[src/rtl/dac_spi_sched.sv]
`default_nettype none
// ============================================================================
// Module      : dac_spi_sched
// Description : Trigger-driven scheduler sequencing per-channel DAC SPI
//               transfers. Optional watchdog/FAULT under DAC_SPI_SCHED_TIMEOUT_EN.
// Revision    : 1.0 - initial release
// ============================================================================
module dac_spi_sched #(
   parameter int N_CH        = 8,
   parameter int DATA_W      = 16,
   parameter int CH_W        = 3,
   parameter int TIMEOUT_CYC = 1024
) (
   input  logic                   clk,
   input  logic                   rst,
   input  logic                   spi_en,
   input  logic [15:0]            dac_divider,
   input  logic [31:0]            trig_lockout,
   input  logic                   trig,
   input  logic [N_CH*DATA_W-1:0] ch_data,
   input  logic                   spi_busy,
   input  logic                   spi_done,
   output logic                   spi_start,
   output logic [CH_W-1:0]        spi_ch,
   output logic [DATA_W-1:0]      spi_data,
   output logic                   sched_busy,
   output logic [15:0]            trig_missed,
   output logic                   xfer_timeout
);

   typedef enum logic [2:0] {
      ST_IDLE    = 3'd0,
      ST_ARMED   = 3'd1,
      ST_XFER    = 3'd2,
      ST_LOCKOUT = 3'd3,
      ST_FAULT   = 3'd4
   } state_t;

   localparam logic [CH_W-1:0] LAST_IDX = CH_W'(N_CH - 1);

   if (N_CH < 1 || CH_W < 1 || TIMEOUT_CYC < 1 || (1 << CH_W) < N_CH) begin : g_param_check
      $error("dac_spi_sched: invalid N_CH/CH_W/TIMEOUT_CYC");
   end

   state_t             state_q, state_d;
   logic [DATA_W-1:0]  shadow_q [N_CH];
   logic [DATA_W-1:0]  shadow_d [N_CH];
   logic [15:0]        div_ld_q, div_ld_d;
   logic [15:0]        div_cnt_q, div_cnt_d;
   logic [31:0]        lock_cnt_q, lock_cnt_d;
   logic [CH_W-1:0]    idx_q, idx_d;
   logic               outst_q, outst_d;
   logic               spi_start_q, spi_start_d;
   logic [CH_W-1:0]    spi_ch_q, spi_ch_d;
   logic [DATA_W-1:0]  spi_data_q, spi_data_d;
   logic [15:0]        trig_missed_q, trig_missed_d;
   logic               accept;
   logic               done_ok;
   logic               start_ok;

`ifdef DAC_SPI_SCHED_TIMEOUT_EN
   localparam int WD_W = $clog2(TIMEOUT_CYC + 1);
   logic [WD_W-1:0]    wd_cnt_q, wd_cnt_d;
   logic               xfer_timeout_q, xfer_timeout_d;
`endif

   // A done coinciding with a start pulse belongs to the previous transfer.
   assign accept   = (state_q == ST_ARMED) && trig && spi_en;
   assign done_ok  = spi_done && outst_q && !spi_start_q;
   assign start_ok = !spi_busy && (div_cnt_q == 16'd0) && !outst_q;

   always_comb begin
      state_d       = state_q;
      shadow_d      = shadow_q;
      div_ld_d      = div_ld_q;
      div_cnt_d     = (div_cnt_q != 16'd0) ? div_cnt_q - 16'd1 : 16'd0;
      lock_cnt_d    = (lock_cnt_q != 32'd0) ? lock_cnt_q - 32'd1 : 32'd0;
      idx_d         = idx_q;
      outst_d       = outst_q;
      spi_start_d   = 1'b0;
      spi_ch_d      = spi_ch_q;
      spi_data_d    = spi_data_q;
      trig_missed_d = trig_missed_q;
`ifdef DAC_SPI_SCHED_TIMEOUT_EN
      wd_cnt_d       = outst_q ? wd_cnt_q + 1'b1 : wd_cnt_q;
      xfer_timeout_d = xfer_timeout_q;
`endif

      case (state_q)
         ST_IDLE: begin
            if (spi_en) state_d = ST_ARMED;
         end
         ST_ARMED: begin
            if (trig) begin
               state_d    = ST_XFER;
               for (int k = 0; k < N_CH; k++) shadow_d[k] = ch_data[k*DATA_W +: DATA_W];
               div_ld_d   = (dac_divider == 16'd0) ? 16'd1 : dac_divider;
               div_cnt_d  = 16'd0;
               lock_cnt_d = trig_lockout;
               idx_d      = '0;
               outst_d    = 1'b0;
            end
         end
         ST_XFER: begin
            if (done_ok) begin
               outst_d = 1'b0;
               if (idx_q == LAST_IDX) begin
                  idx_d   = '0;
                  state_d = (lock_cnt_q > 32'd1) ? ST_LOCKOUT : ST_ARMED;
               end else begin
                  idx_d = idx_q + 1'b1;
               end
            end else if (start_ok) begin
               spi_start_d = 1'b1;
               spi_ch_d    = idx_q;
               spi_data_d  = shadow_q[idx_q];
               outst_d     = 1'b1;
               div_cnt_d   = div_ld_q - 16'd1;
`ifdef DAC_SPI_SCHED_TIMEOUT_EN
               wd_cnt_d    = '0;
            end else if (outst_q && wd_cnt_q == WD_W'(TIMEOUT_CYC - 1)) begin
               xfer_timeout_d = 1'b1;
               outst_d        = 1'b0;
               state_d        = ST_FAULT;
`endif
            end
         end
         ST_LOCKOUT: begin
            if (lock_cnt_q <= 32'd1) state_d = ST_ARMED;
         end
`ifdef DAC_SPI_SCHED_TIMEOUT_EN
         ST_FAULT: begin
            state_d = ST_FAULT;
         end
`endif
         default: state_d = ST_IDLE;
      endcase

      if (trig && !accept && trig_missed_q != 16'hFFFF)
         trig_missed_d = trig_missed_q + 16'd1;

      // Disable wins over everything except the sticky status outputs.
      if (!spi_en) begin
         state_d     = ST_IDLE;
         shadow_d    = '{default: '0};
         div_ld_d    = 16'd0;
         div_cnt_d   = 16'd0;
         lock_cnt_d  = 32'd0;
         idx_d       = '0;
         outst_d     = 1'b0;
         spi_start_d = 1'b0;
`ifdef DAC_SPI_SCHED_TIMEOUT_EN
         wd_cnt_d    = '0;
`endif
      end
   end

   always_ff @(posedge clk or posedge rst) begin
      if (rst) begin
         state_q       <= ST_IDLE;
         shadow_q      <= '{default: '0};
         div_ld_q      <= 16'd0;
         div_cnt_q     <= 16'd0;
         lock_cnt_q    <= 32'd0;
         idx_q         <= '0;
         outst_q       <= 1'b0;
         spi_start_q   <= 1'b0;
         spi_ch_q      <= '0;
         spi_data_q    <= '0;
         trig_missed_q <= 16'd0;
      end else begin
         state_q       <= state_d;
         shadow_q      <= shadow_d;
         div_ld_q      <= div_ld_d;
         div_cnt_q     <= div_cnt_d;
         lock_cnt_q    <= lock_cnt_d;
         idx_q         <= idx_d;
         outst_q       <= outst_d;
         spi_start_q   <= spi_start_d;
         spi_ch_q      <= spi_ch_d;
         spi_data_q    <= spi_data_d;
         trig_missed_q <= trig_missed_d;
      end
   end

`ifdef DAC_SPI_SCHED_TIMEOUT_EN
   always_ff @(posedge clk or posedge rst) begin
      if (rst) begin
         wd_cnt_q       <= '0;
         xfer_timeout_q <= 1'b0;
      end else begin
         wd_cnt_q       <= wd_cnt_d;
         xfer_timeout_q <= xfer_timeout_d;
      end
   end
   assign xfer_timeout = xfer_timeout_q;
`else
   assign xfer_timeout = 1'b0;
`endif

   assign spi_start   = spi_start_q;
   assign spi_ch      = spi_ch_q;
   assign spi_data    = spi_data_q;
   assign sched_busy  = (state_q == ST_XFER) || (state_q == ST_LOCKOUT);
   assign trig_missed = trig_missed_q;

endmodule
`default_nettype wire

[config.mk]
export PLATFORM = sky130hd
export DESIGN_NAME = dac_spi_sched
export DESIGN_NICKNAME = d
export VERILOG_FILES = /design/src/rtl/dac_spi_sched.sv
export SDC_FILE = /design/constraint.sdc
export NUM_CORES = 1
export LEC_CHECK = 0
export BUFFER_PORTS_ARGS = -buffer_cell sky130_fd_sc_hd__buf_2
export CELL_PAD_IN_SITES_DETAIL_PLACEMENT = 0
export CELL_PAD_IN_SITES_GLOBAL_PLACEMENT = 1
export CORE_MARGIN = 4
export CORE_UTILIZATION = 40
export CTS_CLUSTER_SIZE = 12
export DETAILED_ROUTE_END_ITERATION = 6
export GPL_TIMING_DRIVEN = 0
export PLACE_DENSITY = 0.84
export SYNTH_ARGS = -nofsm -noshare
export SYNTH_HDL_FRONTEND = slang
export SYNTH_SLANG_ARGS = --single-unit
[constraint.sdc]
create_clock -name clk -period 9.4 [get_ports clk]
set_input_delay 2.82 -clock clk [delete_from_list [all_inputs] [get_ports clk]]
set_output_delay 2.82 -clock clk [all_outputs]
set_load 0.05 [all_outputs]
==> results.json <==
{
  "crit_family": "buffers and inverters",
  "critPathSlowestCell": "dfrtp_1",
  "worst_ep_arrival_time_ns": 1.92,
  "finalCriticalPeriod_ns": 4.74,
  "cpPeakStageDelay_ns": 0.41,
  "final-setup-viol-count": 0,
  "grt_pass1_vias": 8884,
  "yosys_warnings": 0,
  "synthArstFlopShare": 1.00,
  "portBuffers": 218,
  "core_mm2": 0.0269,
  "synth_top_area_share": 0.537,
  "crit_chain": "inv_1 > ha_1 > clkbuf_1 > inv_1 > nand2_1 > buf_2",
  "tns_ns": 0,
  "vias_per_cell": 5.58,
  "dr.pass1.iters": 5,
  "hold_ws_ns": 0.483,
  "leakage_nw": 6.30,
  "hold_viol": 0,
  "syn_avg_cell_area_um2": 11.9,
  "die_y_um": 173,
  "critPathKind": "reg2out",
  "required_ns": 6.58,
  "timing.final.crit_share": 0.504,
  "cts_made_buffers": 27,
  "clk-insertion-delay-late_ns": 0.55,
  "synth_cells": 918,
  "ys_top_cells_by_area": "dfrtp_1 (54%), a22o_1 (12%), mux4_2 (6.6%)",
  "irDropWorstVdd_uv": 150,
  "grt_max_degree": 121,
  "fillCellCount": 2458,
  "ys_types": 59,
  "vias": 8533,
  "start_util": 0.406,
  "tritoncts": "yes",
  "fin_worst_skew_ns": 0.0249,
  "syn_area_mm2": 0.0109,
  "cts.hold.buffers_added": 0,
  "synth_ff_type": "dfrtp_1",
  "maxSlewHeadroom": 0.429,
  "synth_edf_count": 0,
  "cts_resized": 0,
  "cts-root-buf": "clkbuf_16",
  "status": "finished clean",
  "powerDensity_mw_per_mm2": 273,
  "crit_path_frequent_cell": "inv_1",
  "die_w_um": 173,
  "finalMaxSlewViolations": 0,
  "yosysSeqAreaShare": 0.537,
  "htreeDepth": 1,
  "cp.buffers_inverters": 4,
  "gp_congestion": 0.845,
  "grt_pass1_wl_mm": 49.2,
  "rsz0062_at_grt": "false",
  "die_area_mm2": 0.0300,
  "pre_cts_ws_ns": 4.27,
  "end_kind": "primary output",
  "syn_nets": 1111,
  "placementRows": 60,
  "drtIter0Drc": 523,
  "syn2layout_area_growth_pct": 22.4,
  "start_kind": "flip-flop",
  "numClockSinks": 234,
  "min_path_type": "reg2reg",
  "drt.antenna.violating_nets": 0,
  "yosys.area.top_type": "dfrtp_1",
  "routed_wl_mm": 31.2,
  "globalRouteOverflowTotal": 0,
  "cts_setup_buffers": 0,
  "grt.total_usage": 0.203,
  "antenna_found_initial": 13,
  "fin_ws_ns": 4.66,
  "drc_errors": 0,
  "cap_violations": 0,
  "clkTransAtPathRegs_ns": 0.06,
  "ioPinCount": 220,
  "crit_fanout": 9,
  "fmax_ghz": 0.211,
  "synth-seq-cells": 234,
  "wl_per_cell_um": 20.4,
  "clock_path_buffers": 3,
  "final_nets": 1359,
  "worstMarginPinSlew_ns": 0.848,
  "drive_gt1_frac": 0.276,
  "dp_hpwl_mm": 22.5
}
state kept, by name, indices dropped and copies added (netlist names):
signal,cells
div_cnt_q,16
div_ld_q,16
idx_q,3
lock_cnt_q,32
outst_q,1
shadow_q,128
spi_ch,3
spi_data,16
spi_start,1
state_q,2
trig_missed,16
worst register-to-register path, stage by stage, from the launching register on:
cell      delay (ns)
dfrtp_1         0.42
inv_1           0.06
ha_1            0.27
a21boi_0        0.31
clkbuf_1        0.49
clkbuf_1        0.45
clkbuf_1        0.58
a22o_1          0.27
cell type report:
class	instances	area, um^2	share of cell area
flip-flops and latches	234	5860	0.438
multi-input cells	606	4730	0.354
repair buffers	219	1120	0.0837
clock buffers	39	801	0.0599
well taps	341	427	0.0319
plain buffers	63	263	0.0197
clock inverters	8	82.6	0.00618
inverters	15	63.8	0.00478
diodes	5	12.5	0.000937
metal layers:
| layer | vias up | track usage | part of all wire |
|---|---|---|---|
| li1 | 3910 | - | - |
| met1 | 4314 | 0.279 | 0.44 |
| met2 | 230 | 0.328 | 0.48 |
| met3 | 63 | 0.0409 | 0.049 |
| met4 | 16 | 0.0619 | 0.026 |
| met5 | - | 0 | 0.0031 |
through the flow:
| stage | utilization | instance area [um^2] | std cells | total power (W) |
|---|---|---|---|---|
| final | 0.497 | 13400 | 1530 | 0.00364 |
| after global routing | 0.497 | 13400 | 1530 | 0.00386 |
| after CTS | 0.497 | 13300 | 1525 | 0.00367 |
| after detailed placement | 0.464 | 12500 | 1478 | 0.00261 |
| after global placement | 0.462 | 12400 | 1477 | 0.00259 |
| after floorplan | - | 10900 | 918 | 0.00227 |
cell usage in the layout (no fill, tap or decap), types with 5 or more instances in the layout:
cell,n
nand4_1,8
a22oi_1,6
clkbuf_8,8
nand2b_1,5
buf_2,227
dfrtp_1,234
and2_1,6
nor4_1,18
xnor2_1,41
clkbuf_1,47
clkinv_2,5
inv_1,14
ha_1,11
mux2i_1,20
a22o_1,145
buf_1,7
xor2_1,25
nor4_2,5
nand2_1,81
mux4_2,32
o21ai_0,5
nor2_1,40
o21ai_1,46
nand3_1,12
diode_2,5
nor3_1,23
clkbuf_16,27
o22ai_1,6
or4_1,9
report_power, final:
part	switching (W)	total [W]	internal [W]	leakage, nW
logic	0.000747	0.00125	0.000501	2.67
clock network	0.000421	0.00104	0.000617	0.439
registers	0.000163	0.00136	0.00119	3.19
cell usage after synthesis, drive strengths merged (20+ instances only):
master / instances
a22o: 145
buf: 20
clkbuf: 43
dfrtp: 234
mux2i: 20
mux4: 32
nand2: 82
nor2: 40
nor3: 25
nor4: 23
o21ai: 53
xnor2: 41
xor2: 25
kinds of logic after synthesis:
logic type / Yosys count / share of synthesized area
buf+inv: 78 / 0.0292
flops: 234 / 0.537
fa+ha+maj: 11 / 0.0126
other cells: 1 / 0.000344
xor+xnor: 66 / 0.0530
compound gates: 230 / 0.164
mux: 55 / 0.0875
simple gates: 243 / 0.117
path summary, 6_finish.rpt:
kind / start / endpoint / slack [ns] / depth (start not counted)
worst max register to register: state_q[1]$_DFFE_PP0P_ / div_ld_q[0]$_DFFE_PP0P_ / 6.49 / 7
worst min-delay path: spi_data[0]$_DFFE_PP0P_ / spi_data[0]$_DFFE_PP0P_ / 0.48 / 2
worst min register to register: spi_data[0]$_DFFE_PP0P_ / spi_data[0]$_DFFE_PP0P_ / 0.48 / 2
max in group asynchronous: rst / shadow_q[26]$_DFFE_PP0P_ / 5.87 / 3
min in group asynchronous: rst / trig_missed[15]$_DFFE_PP0P_ / 2.42 / 2
worst max-delay path: state_q[0]$_DFFE_PP0P_ / sched_busy / 4.66 / 6
Note: power is estimated with default switching activity, not from simulation.
